## config.mk

```make
export PLATFORM = sky130hd
export DESIGN_NAME = e203_ifu_pcgen_oq_flat
export DESIGN_NICKNAME = d
export VERILOG_FILES = /design/src/rtl/e203_ifu_pcgen_oq_if.sv /design/src/rtl/e203_ifu_pcgen_oq.sv /design/src/flat_wrapper.sv
export SDC_FILE = /design/constraint.sdc
export NUM_CORES = 1
export LEC_CHECK = 0
export ABC_CLOCK_PERIOD_IN_PS = 3900
export CAP_MARGIN = 20
export CORE_AREA = 2 2 131 133
export CTS_CLUSTER_DIAMETER = 80
export DETAILED_ROUTE_END_ITERATION = 12
export DIE_AREA = 0 0 133 135
export GPL_ROUTABILITY_DRIVEN = 0
export GPL_TIMING_DRIVEN = 0
export PLACE_DENSITY = 0.82
export SYNTH_ARGS = -nofsm -noshare
export SYNTH_HDL_FRONTEND = slang
export SYNTH_SLANG_ARGS = --single-unit
```

## constraint.sdc

```tcl
create_clock -name clk -period 3.9 [get_ports clk]
set_input_delay 0.975 -clock clk [delete_from_list [all_inputs] [get_ports clk]]
set_output_delay 0.975 -clock clk [all_outputs]
set_load 0.02 [all_outputs]
```

## src/rtl/e203_ifu_pcgen_oq_if.sv

```systemverilog
// e203_ifu_pcgen_oq_if: fetch request, fetch response and decode-side handshakes of the IFU PC generator.
interface e203_ifu_pcgen_oq_if #(
    parameter int PC_SIZE = 32,
    parameter int INSTR_W = 32
);
    logic               req_valid;
    logic               req_ready;
    logic [PC_SIZE-1:0] req_pc;
    logic               req_seq;
    logic [PC_SIZE-1:0] req_last_pc;
    logic               rsp_valid;
    logic               rsp_ready;
    logic               rsp_err;
    logic [INSTR_W-1:0] rsp_instr;
    logic               o_valid;
    logic               o_ready;
    logic [PC_SIZE-1:0] o_pc;
    logic [INSTR_W-1:0] o_instr;
    logic               o_buserr;
    modport master (
        output req_valid, req_pc, req_seq, req_last_pc, rsp_ready, o_valid, o_pc, o_instr, o_buserr,
        input  req_ready, rsp_valid, rsp_err, rsp_instr, o_ready
    );
    modport slave (
        input  req_valid, req_pc, req_seq, req_last_pc, rsp_ready, o_valid, o_pc, o_instr, o_buserr,
        output req_ready, rsp_valid, rsp_err, rsp_instr, o_ready
    );
endinterface

```

## src/rtl/e203_ifu_pcgen_oq.sv

```systemverilog
// e203_ifu_pcgen_oq: fetch-PC generator with in-order outstanding tracking and stale-response dropping.
module e203_ifu_pcgen_oq #(
    parameter int PC_SIZE     = 32,
    parameter int OUTS_DEPTH  = 2,
    parameter int CNT_W       = 2,
    parameter int FETCH_BYTES = 4,
    parameter int INSTR_W     = 32
) (
    input  logic                clk,
    input  logic                rst_n,
    input  logic [PC_SIZE-1:0]  pc_rtvec,
    e203_ifu_pcgen_oq_if.master bus,
    input  logic                flush_req,
    input  logic [PC_SIZE-1:0]  flush_pc,
    output logic                flush_ack,
    input  logic                redir_valid,
    input  logic [PC_SIZE-1:0]  redir_pc,
    input  logic                halt_req,
    output logic                halt_ack,
    output logic [CNT_W-1:0]    outs_cnt_o
);
    logic               boot_r, boot_req_r, pend_r;
    logic [PC_SIZE-1:0] pc_r, last_pc, tgt;
    logic [CNT_W-1:0]   outs_cnt, kill_cnt;
    logic [PC_SIZE-1:0] fifo [OUTS_DEPTH];
    logic [INSTR_W-1:0] instr;
    logic               chg, kill, req_hsk, rsp_hsk;

    assign chg             = flush_req | redir_valid;
    assign tgt             = flush_req ? flush_pc : redir_valid ? redir_pc : boot_req_r ? pc_rtvec : pc_r;
    assign bus.req_pc      = {tgt[PC_SIZE-1:1], 1'b0};
    assign bus.req_seq     = ~(chg | boot_req_r | pend_r);
    assign bus.req_last_pc = last_pc;
    assign bus.req_valid   = ~boot_r & (flush_req | ~halt_req) & (outs_cnt < CNT_W'(OUTS_DEPTH));
    assign req_hsk         = bus.req_valid & bus.req_ready;
    // While stale responses are pending they are swallowed without reaching decode.
    assign kill            = |kill_cnt;
    assign bus.rsp_ready   = kill | bus.o_ready;
    assign bus.o_valid     = ~kill & ~boot_r & bus.rsp_valid;
    assign rsp_hsk         = bus.rsp_valid & bus.rsp_ready;
    assign instr           = bus.rsp_instr;
    assign bus.o_instr     = instr;
    assign bus.o_buserr    = bus.rsp_err;
    assign bus.o_pc        = fifo[0];
    assign flush_ack       = flush_req;
    assign halt_ack        = halt_req & ~|outs_cnt & ~bus.req_valid;
    assign outs_cnt_o      = outs_cnt;

    always_ff @(posedge clk or negedge rst_n) begin
        if (!rst_n) begin
            boot_r     <= 1'b1;
            boot_req_r <= 1'b0;
            pend_r     <= 1'b0;
            pc_r       <= '0;
            last_pc    <= '0;
            outs_cnt   <= '0;
            kill_cnt   <= '0;
            for (int i = 0; i < OUTS_DEPTH; i++) fifo[i] <= '0;
        end else begin
            boot_r     <= 1'b0;
            boot_req_r <= boot_r | (boot_req_r & ~req_hsk);
            if (req_hsk) begin
                pc_r    <= (bus.req_pc & ~PC_SIZE'(FETCH_BYTES - 1)) + PC_SIZE'(FETCH_BYTES);
                last_pc <= bus.req_pc;
                pend_r  <= 1'b0;
            end else if (chg) begin
                pc_r   <= bus.req_pc;
                pend_r <= 1'b1;
            end
            outs_cnt <= outs_cnt + CNT_W'(req_hsk) - CNT_W'(rsp_hsk);
            // A request accepted in the redirect cycle already carries the new target, so it is not counted.
            if (chg) kill_cnt <= outs_cnt - CNT_W'(rsp_hsk);
            else if (kill & rsp_hsk) kill_cnt <= kill_cnt - CNT_W'(1);
            if (rsp_hsk) for (int i = 0; i < OUTS_DEPTH - 1; i++) fifo[i] <= fifo[i+1];
            if (req_hsk) fifo[outs_cnt - CNT_W'(rsp_hsk)] <= bus.req_pc;
        end
    end

    rsp_without_req: assert property (@(posedge clk) disable iff (!rst_n) bus.rsp_valid |-> outs_cnt != '0);
endmodule

```

## src/flat_wrapper.sv

```systemverilog
// flat-port wrapper written by rule: the top's interface ports become plain ports
module e203_ifu_pcgen_oq_flat 
#(
    parameter int PC_SIZE     = 32,
    parameter int OUTS_DEPTH  = 2,
    parameter int CNT_W       = 2,
    parameter int FETCH_BYTES = 4,
    parameter int INSTR_W     = 32
)
  (clk, rst_n, pc_rtvec, flush_req, flush_pc, flush_ack, redir_valid, redir_pc, halt_req, halt_ack, outs_cnt_o, bus_req_valid, bus_req_pc, bus_req_seq, bus_req_last_pc, bus_rsp_ready, bus_o_valid, bus_o_pc, bus_o_instr, bus_o_buserr, bus_req_ready, bus_rsp_valid, bus_rsp_err, bus_rsp_instr, bus_o_ready);
  e203_ifu_pcgen_oq_if #(.PC_SIZE(PC_SIZE), .INSTR_W(INSTR_W)) bus_i ();
  input  logic clk;
  input  logic rst_n;
  input  logic [PC_SIZE-1:0] pc_rtvec;
  input  logic flush_req;
  input  logic [PC_SIZE-1:0] flush_pc;
  output logic flush_ack;
  input  logic redir_valid;
  input  logic [PC_SIZE-1:0] redir_pc;
  input  logic halt_req;
  output logic halt_ack;
  output logic [CNT_W-1:0] outs_cnt_o;
  output wire logic [$bits(bus_i.req_valid)-1:0] bus_req_valid;
  output wire logic [$bits(bus_i.req_pc)-1:0] bus_req_pc;
  output wire logic [$bits(bus_i.req_seq)-1:0] bus_req_seq;
  output wire logic [$bits(bus_i.req_last_pc)-1:0] bus_req_last_pc;
  output wire logic [$bits(bus_i.rsp_ready)-1:0] bus_rsp_ready;
  output wire logic [$bits(bus_i.o_valid)-1:0] bus_o_valid;
  output wire logic [$bits(bus_i.o_pc)-1:0] bus_o_pc;
  output wire logic [$bits(bus_i.o_instr)-1:0] bus_o_instr;
  output wire logic [$bits(bus_i.o_buserr)-1:0] bus_o_buserr;
  input wire logic [$bits(bus_i.req_ready)-1:0] bus_req_ready;
  input wire logic [$bits(bus_i.rsp_valid)-1:0] bus_rsp_valid;
  input wire logic [$bits(bus_i.rsp_err)-1:0] bus_rsp_err;
  input wire logic [$bits(bus_i.rsp_instr)-1:0] bus_rsp_instr;
  input wire logic [$bits(bus_i.o_ready)-1:0] bus_o_ready;
  assign bus_req_valid = bus_i.req_valid;
  assign bus_req_pc = bus_i.req_pc;
  assign bus_req_seq = bus_i.req_seq;
  assign bus_req_last_pc = bus_i.req_last_pc;
  assign bus_rsp_ready = bus_i.rsp_ready;
  assign bus_o_valid = bus_i.o_valid;
  assign bus_o_pc = bus_i.o_pc;
  assign bus_o_instr = bus_i.o_instr;
  assign bus_o_buserr = bus_i.o_buserr;
  assign bus_i.req_ready = bus_req_ready;
  assign bus_i.rsp_valid = bus_rsp_valid;
  assign bus_i.rsp_err = bus_rsp_err;
  assign bus_i.rsp_instr = bus_rsp_instr;
  assign bus_i.o_ready = bus_o_ready;
  e203_ifu_pcgen_oq #(.PC_SIZE(PC_SIZE), .OUTS_DEPTH(OUTS_DEPTH), .CNT_W(CNT_W), .FETCH_BYTES(FETCH_BYTES), .INSTR_W(INSTR_W)) u_core (.clk(clk), .rst_n(rst_n), .pc_rtvec(pc_rtvec), .bus(bus_i), .flush_req(flush_req), .flush_pc(flush_pc), .flush_ack(flush_ack), .redir_valid(redir_valid), .redir_pc(redir_pc), .halt_req(halt_req), .halt_ack(halt_ack), .outs_cnt_o(outs_cnt_o));
endmodule
```

==> results of run 1 <==
synthesized netlist by cell type, types with 7 or more instances:
master    count  share of area, %
dfrtp_1     132                44
nand2_1     100               5.0
nor2_1       79               3.9
buf_4        71               7.1
a21oi_1      66               4.4
mux2i_1      42               5.6
inv_1        33               1.6
o21ai_0      33               2.2
mux2_2       31               4.6
clkbuf_1     30               1.5
nand2b_1     18               1.5
o221ai_1     15               1.7
o211ai_1     10               1.0
nand3_1       9              0.60
o31ai_1       9              0.90
xnor2_1       9               1.0
buf_2         8              0.53
nor2b_1       7              0.58
o31a_1        7              0.81
layer usage:
| layer | vias to the layer above | wire length (microns) | global-route usage (%) |
|---|---|---|---|
| li1 | 3322 | - | - |
| met1 | 3588 | 10400 | 35.8 |
| met2 | 418 | 12800 | 48.4 |
| met3 | 85 | 2380 | 7.32 |
| met4 | 0 | 1020 | 10.6 |
| met5 | - | 0 | 0 |
cells in the final DEF, fill, tap and decap left out, types with 6 or more instances in the layout:
cell / count
dfrtp_1: 132
mux2_2: 31
nand2_1: 100
nor2b_1: 7
o211ai_1: 10
clkbuf_16: 17
o21ai_0: 32
a21oi_1: 66
inv_1: 30
a211oi_1: 6
clkbuf_1: 27
dlygate4sd2_1: 8
buf_6: 8
o31a_1: 7
clkdlybuf4s50_1: 204
dlymetal6s2s_1: 13
buf_4: 92
nor4_1: 6
nand3_1: 9
o31ai_1: 9
mux2i_1: 42
xnor2_1: 9
clkinvlp_4: 6
nand2b_1: 17
o221ai_4: 12
nor2_1: 79
logic make-up after synthesis:
kind of cell    after synthesis
other cells                   1
mux                          74
compound gates              186
buf+inv                     151
xor+xnor                     12
simple gates                251
flops                       133
fa+ha+maj                     4
worst paths after layout:
| kind | slack [ps] | start | end | depth (start not counted) |
|---|---|---|---|---|
| min reg2reg | 480 | u_core.bus.req_last_pc[7] | u_core.bus.req_last_pc[7] | 2 |
| min in group clk | 480 | u_core.bus.req_last_pc[7] | u_core.bus.req_last_pc[7] | 2 |
| min | 430 | rst_n | u_core.bus.o_pc[8] | 1 |
| max | -120 | redir_valid | bus_req_pc[15] | 7 |
| max in group asynchronous | 2650 | rst_n | u_core.bus.o_pc[3] | 2 |
| max reg2reg | 580 | u_core.boot_req_r | u_core.pc_r[16] | 11 |
final cells by class:
cell class                      count  area [sq um]  area share (%)
Timing Repair Buffer              254          2530            22.4
Inverter                           36           143            1.26
Buffer                            115           807            7.15
Multi-Input combinational cell    530          3620            32.0
Clock inverter                     12           128            1.13
Tap cell                          220           275            2.44
Clock buffer                       20           467            4.13
Sequential cell                   133          3330            29.5
power groups by stage:
stage	combinational (uW)	clock (uW)	sequential (uW)
floorplan	1490	0	2400
detailed placement	2880	0	2280
global placement	2810	0	2270
CTS	2920	1620	2270
finish	2980	1630	2280
global route	3190	1690	2340
metrics by stage:
stage	util, %	std cells
2_1_floorplan	-	814
3_3_place_gp	62.0	1269
3_5_place_dp	62.2	1270
4_1_cts	66.8	1305
5_1_grt	68.8	1320
6_report	68.8	1320
timing repair:
item,in CTS,in global routing
pin swaps,3,7
resized for setup,69,50
cloned,0,0
setup endpoints to repair,42,29
buffers inserted,3,15
==> impl_results.md, run 1 <==
* Layout cell share with drive strength beyond 1 at between 20% and 30%
* Clock root buffer master: clkbuf_16
* Count of synthesis-stage warnings from yosys at 0
* Total routed wirelength at roughly 27 mm
* TritonCTS clock tree: built
* Gate count of the mapped netlist at 812
* Number of endpoints with negative hold slack in the final report at 0
* Number of nets in the finished design at 1228
* DRC violations left at 0
* Worst skew pair latency at 430 ps
* Setup TNS after final layout at -172 ps
* Via count of the first global-routing pass at approximately 7300
* Maxcap violations at 0
* Synthesized-area fraction occupied by and/or/nand/nor cells at 15.6%
* Switching share of power at 36.1%
* Buffers & Inverters on Critical Path at 5
* Placeable Area at 16400 sq um
* Combinational family with the most area after synthesis: compound AO/OA/AOI/OAI gates
* Compound-Gate Fraction of Synth Area at 16.2%
* Final worst-path setup slack at -120 ps
* Final slew viol count at 0
* Unrepaired setup endpoints after global routing: true
* First-pass GRT wire length at between 30 and 40 mm
* Slew Limit Headroom at 38.4%
* Cell Area, Placed at ~10000 sq um
* Number of violations reported at the end of detailed-routing iteration 0 at a little over 700
* Worst hold-check path type: in -> async
* Post-route minimum period at 4020 ps
* Cell occurring most often along the worst timing path: clkdlybuf4s50_1
* WHS at between 400 and 500 ps
* GR Util All Layers at between 20% and 30%
* Fill count at 1233
* Critical path data arrival time at about 3000 ps
* Ports placed on the boundary at 274
* Number of buffers between clock root and the deepest sink at 2
* # diodes at 0
* Layout-stage area growth over the synthesis result at 49.9%
* Overall power of the completed layout at 6890 uW
* Final HPWL from detailed placement at 18.8 mm
* Final std cell area, no fill at 11300 sq um
* Result of the run: finished, violations left
* Post-synthesis share of cell area spent on xor and xnor gates at around 1.4%
* Mapped Area at 7530 sq um
* Average footprint of a synthesized cell at slightly above 9 sq um
* Final period utilization at 103%
* Vias at ~7400
* Full die area at 18000 sq um
* Clk pwr share at 23.7%
* Worst-path fanout max at 10
* Number of enable flip-flop cells after synthesis at 0
* Total leakage power at roughly 0.005 uW
* Final setup fails at 2
* Setup slack after placement at -1820 ps
* Number of register bits inferred by synthesis at around 130
* Number of detailed-route iterations in the first pass at 7
* Highest clock frequency the design can meet at 249 MHz
* Worst setup path class: in -> out
* Sequential share of the synthesized area at around 44%
* Post-synthesis cell type count at 67
* Total clock buffers created by CTS at 17
* Number of antenna violations at the first check in global routing at 0
* Clk_skew at 8.61 ps
* Prevailing post-synth register cell: dfrtp_1
* Number of I/O port buffers at 235
* Gate family responsible for the most delay along the worst path: buffers and inverters
* Remaining global-route overflow at 0
* Final antenna-violating net count at 0
* Maximum number of pins on one net before global-route repair at 100
* Critical path, cell by cell: clkdlybuf4s50_1 > buf_4 > or2_1 > clkbuf_4 > o221ai_2 > inv_2 > clkdlybuf4s50_1
* Failing checks: negative setup slack
* Clock edge transition at the registers on the reported setup and hold paths at 60 ps
* Cts-stage hold buffer count at 0
* Multiplexer area fraction after synthesis at about a tenth
* Fraction of registers with async set or reset after synthesis at 100%
* Maximum vdd drop at 0.000400 V
* Vert. Die Dim at 135 microns
* Switching component of the power at 2490 uW
* Critical Path Start Type: primary input
* Cell with the largest stage delay on the worst path: clkdlybuf4s50_1
* Proportion of power drawn by combinational gates at 43.2%
* Effective utilization at floorplan at 45.9%
* Data required time at the worst endpoint at ~2900 ps
* Post-synthesis share of cell area spent on full adders, half adders and majority gates at 0.664%
* Final routed wire length divided by cell count at a little over 20 microns
* Number of H-tree levels at 4
* PwrDens at 611 nW/um^2
* Sequential share of power at between 30% and 40%
* Endpoint class of the critical path: output port
* Worst slew pin tran at between 900 and 1000 ps
* Width of the die at 133 microns
* Vias per std cell at 5.62
* Sink Count at between 100 and 150
* Internal Power at ~4400 uW
* Cell row count at 47
* Max incr delay on CP at between 500 and 600 ps
(Power assumes the default switching activity.)
==> run 2: changes to the inputs <==
--- a/config.mk
+++ b/config.mk
@@ -8,7 +8,7 @@
 export ABC_CLOCK_PERIOD_IN_PS = 3900
 export CAP_MARGIN = 20
 export CORE_AREA = 2 2 131 133
-export CTS_CLUSTER_DIAMETER = 80
+export CTS_CLUSTER_DIAMETER = 150
 export DETAILED_ROUTE_END_ITERATION = 12
 export DIE_AREA = 0 0 133 135
 export GPL_ROUTABILITY_DRIVEN = 0
==> results of run 2 <==
Same layout as run 1: the final DEF is identical, and so are final timing and power.
==> run 3: changes to the inputs <==
--- a/config.mk
+++ b/config.mk
@@ -13,7 +13,7 @@
 export DIE_AREA = 0 0 133 135
 export GPL_ROUTABILITY_DRIVEN = 0
 export GPL_TIMING_DRIVEN = 0
-export PLACE_DENSITY = 0.82
+export PLACE_DENSITY = 0.85
 export SYNTH_ARGS = -nofsm -noshare
 export SYNTH_HDL_FRONTEND = slang
 export SYNTH_SLANG_ARGS = --single-unit
==> run 3 against run 2 <==
Net effect:
- sequential power hardly changed
- wire length increased by 1.6%
- setup slack worse by 86 ps
- the flow still finishes with violations (negative setup slack)
- maximum frequency decreased by 2.1%
- largest power group unchanged
- first-iteration DRC count up 20%
- highest routed layer unchanged
- sequential cell count did not move
- utilization is 0.34 points higher
- via count grew 1.6%
- combinational power about the same
- largest cell class unchanged
==> impl_results.md, run 3 (synthesis gave the netlist of run 1 again) <==
* Setup slack after placement at -1940 ps (was -1820 ps)
* Vias per std cell at 5.72 (was 5.62)
* Placeable Area at 16400 sq um (unchanged)
* Commonest non-fill, non-tap cell in the layout: clkdlybuf4s50_1 (unchanged)
* Cell with the largest stage delay on the worst path: clkdlybuf4s50_1 (unchanged)
* Number of endpoints with negative hold slack in the final report at 0 (unchanged)
* Post-route minimum period at 4110 ps (was 4020 ps)
* Cell row count at 47 (unchanged)
* Number of I/O port buffers at 235 (unchanged)
* Full die area at 18000 sq um (unchanged)
* Failing checks: negative setup slack (unchanged)
* Maximum vdd drop at 0.000380 V (was 0.000400 V)
* Final routed wire length divided by cell count at 20.5 microns (was 20.2 microns)
* Commonest cells after routing, fill and taps aside: clkdlybuf4s50_1, dfrtp_1, nand2_1 (unchanged)
* Total leakage power at 0.00499 uW (was 0.00504 uW)
* Number of cells in the design after placement at 1270 (unchanged)
* Worst skew pair latency at 420 ps (was 430 ps)
* Non-filler instance count after layout at 1318 (was 1320)
* Number of H-tree levels at 4 (unchanged)
* Width of the die at 133 microns (unchanged)
* Slew Limit Headroom at 37.0% (was 38.4%)
* Number of nets in the finished design at 1226 (was 1228)
* Number of detailed-route iterations in the first pass at 6 (was 7)
* DRC violations left at 0 (unchanged)
* Number of violations reported at the end of detailed-routing iteration 0 at 865 (was 722)
* Maxcap violations at 0 (unchanged)
* WHS at 445 ps (was 426 ps)
* Maximum number of pins on one net before global-route repair at 97 (was 100)
* Clk pwr share at 26.1% (was 23.7%)
* Switching component of the power at 2470 uW (was 2490 uW)
* Final period utilization at 105% (was 103%)
* Worst-path fanout max at 10 (unchanged)
* PwrDens at 630 nW/um^2 (was 611 nW/um^2)
* Endpoint class of the critical path: output port (unchanged)
* Highest clock frequency the design can meet at 244 MHz (was 249 MHz)
* Final setup fails at 5 (was 2)
* Effective utilization at floorplan at 45.9% (unchanged)
* Via count of the first global-routing pass at 7384 (was 7321)
* Worst hold-check path type: in -> async (unchanged)
* TritonCTS clock tree: built (unchanged)
* Vias at 7534 (was 7413)
* Final worst-path setup slack at -206 ps (was -120 ps)
* Total routed wirelength at 27.0 mm (was 26.6 mm)
* Critical path data arrival time at 3130 ps (was 3040 ps)
* Layout-stage area growth over the synthesis result at 50.6% (was 49.9%)
* Critical Path Start Type: primary input (unchanged)
* Layout cell share with drive strength beyond 1 at 20.9% (was 20.6%)
* Result of the run: finished, violations left (unchanged)
* Number of antenna violations at the first check in global routing at 0 (unchanged)
* Clock root buffer master: clkbuf_16 (unchanged)
* Sink Count at 133 (unchanged)
* Final HPWL from detailed placement at 18.8 mm (about the same)
* Cell occurring most often along the worst timing path: clkdlybuf4s50_1 (unchanged)
* Max incr delay on CP at 590 ps (was 580 ps)
* Remaining global-route overflow at 0 (unchanged)
* Sequential share of power at 31.9% (was 33.1%)
* Clk_skew at 8.32 ps (was 8.61 ps)
* Worst slew pin tran at 945 ps (was 924 ps)
* Worst setup path class: in -> out (unchanged)
* Internal Power at 4670 uW (was 4410 uW)
* Cts-stage hold buffer count at 0 (unchanged)
* First-pass GRT wire length at 40.1 mm (was 39.7 mm)
* Final std cell area, no fill at 11300 sq um (about the same)
* Ports placed on the boundary at 274 (unchanged)
* Unrepaired setup endpoints after global routing: true (unchanged)
* Critical path, cell by cell: clkdlybuf4s50_1 > buf_4 > or2_1 > clkbuf_4 > o221ai_2 > inv_1 > clkdlybuf4s50_1 (was clkdlybuf4s50_1 > buf_4 > or2_1 > clkbuf_4 > o221ai_2 > inv_2 > clkdlybuf4s50_1)
* Vert. Die Dim at 135 microns (unchanged)
* Number of buffers between clock root and the deepest sink at 2 (unchanged)
* # diodes at 0 (unchanged)
* Data required time at the worst endpoint at 2920 ps (about the same)
* Clock edge transition at the registers on the reported setup and hold paths at 60 ps (about the same)
* Proportion of power drawn by combinational gates at 41.9% (was 43.2%)
* Cell Area, Placed at 10200 sq um (unchanged)
* Final slew viol count at 0 (unchanged)
* Total clock buffers created by CTS at 17 (unchanged)
* GR Util All Layers at 29.2% (was 28.7%)
* Switching share of power at 34.6% (was 36.1%)
* Final antenna-violating net count at 0 (unchanged)
## run 3: power by group through the flow
stage          registers, uW  logic [uW]  clock network [uW]
6_report                2280        3000                1870
5_1_grt                 2340        3200                1940
3_5_place_dp            2280        2880                   0
3_3_place_gp            2270        2810                   0
2_1_floorplan           2400        1490                   0
4_1_cts                 2270        2950                1870
## run 3: stage by stage
stage	TNS, ps	total power, uW	utilization [%]
after floorplan	0	3890	-
after global placement	-497800	5080	62.0
after detailed placement	-45660	5170	62.2
after CTS	-1930	7090	68.1
after global routing	-779	7470	69.2
final	-557	7140	69.2
## run 3: area by class of cell
type                       instances  area (sq um)
clock inverter                    11           221
fill                            1165          5060
sequential                       133          3330
buffer                           115           803
tap                              220           275
multi-input combinational        530          3620
timing repair buffer             252          2490
clock buffer                      21           470
inverter                          36           139
## run 3: path summary, 6_finish.rpt
kind	startpoint	to	slack, ps	cells after the start
max	redir_valid	bus_req_pc[16]	-210	7
max in group asynchronous	rst_n	u_core.pc_r[18]	2620	2
max reg2reg	u_core.boot_req_r	u_core.pc_r[16]	650	11
min	rst_n	u_core.bus.o_pc[7]	440	1
min in group clk	u_core.bus.req_last_pc[17]	u_core.bus.req_last_pc[17]	480	2
min reg2reg	u_core.bus.req_last_pc[17]	u_core.bus.req_last_pc[17]	480	2
## run 3: per-layer routing
| metal | wire length [microns] | GRT usage, % |
|---|---|---|
| met5 | 0 | 0 |
| met4 | 1250 | 15.2 |
| met3 | 2660 | 7.92 |
| met2 | 12700 | 47.1 |
| met1 | 10400 | 36.1 |
## run 3: timing repair
| action | 4_1_cts | 5_1_grt |
|---|---|---|
| resized for setup | 96 | 29 |
| endpoints found under the setup margin | 47 | 37 |
| buffers inserted | 5 | 11 |
| pin swaps | 5 | 6 |
## run 3: critical path, delay by kind of cell
family	cells	cell delay, ps
simple gates	1	230
buf+inv	5	1610
compound gates	1	310
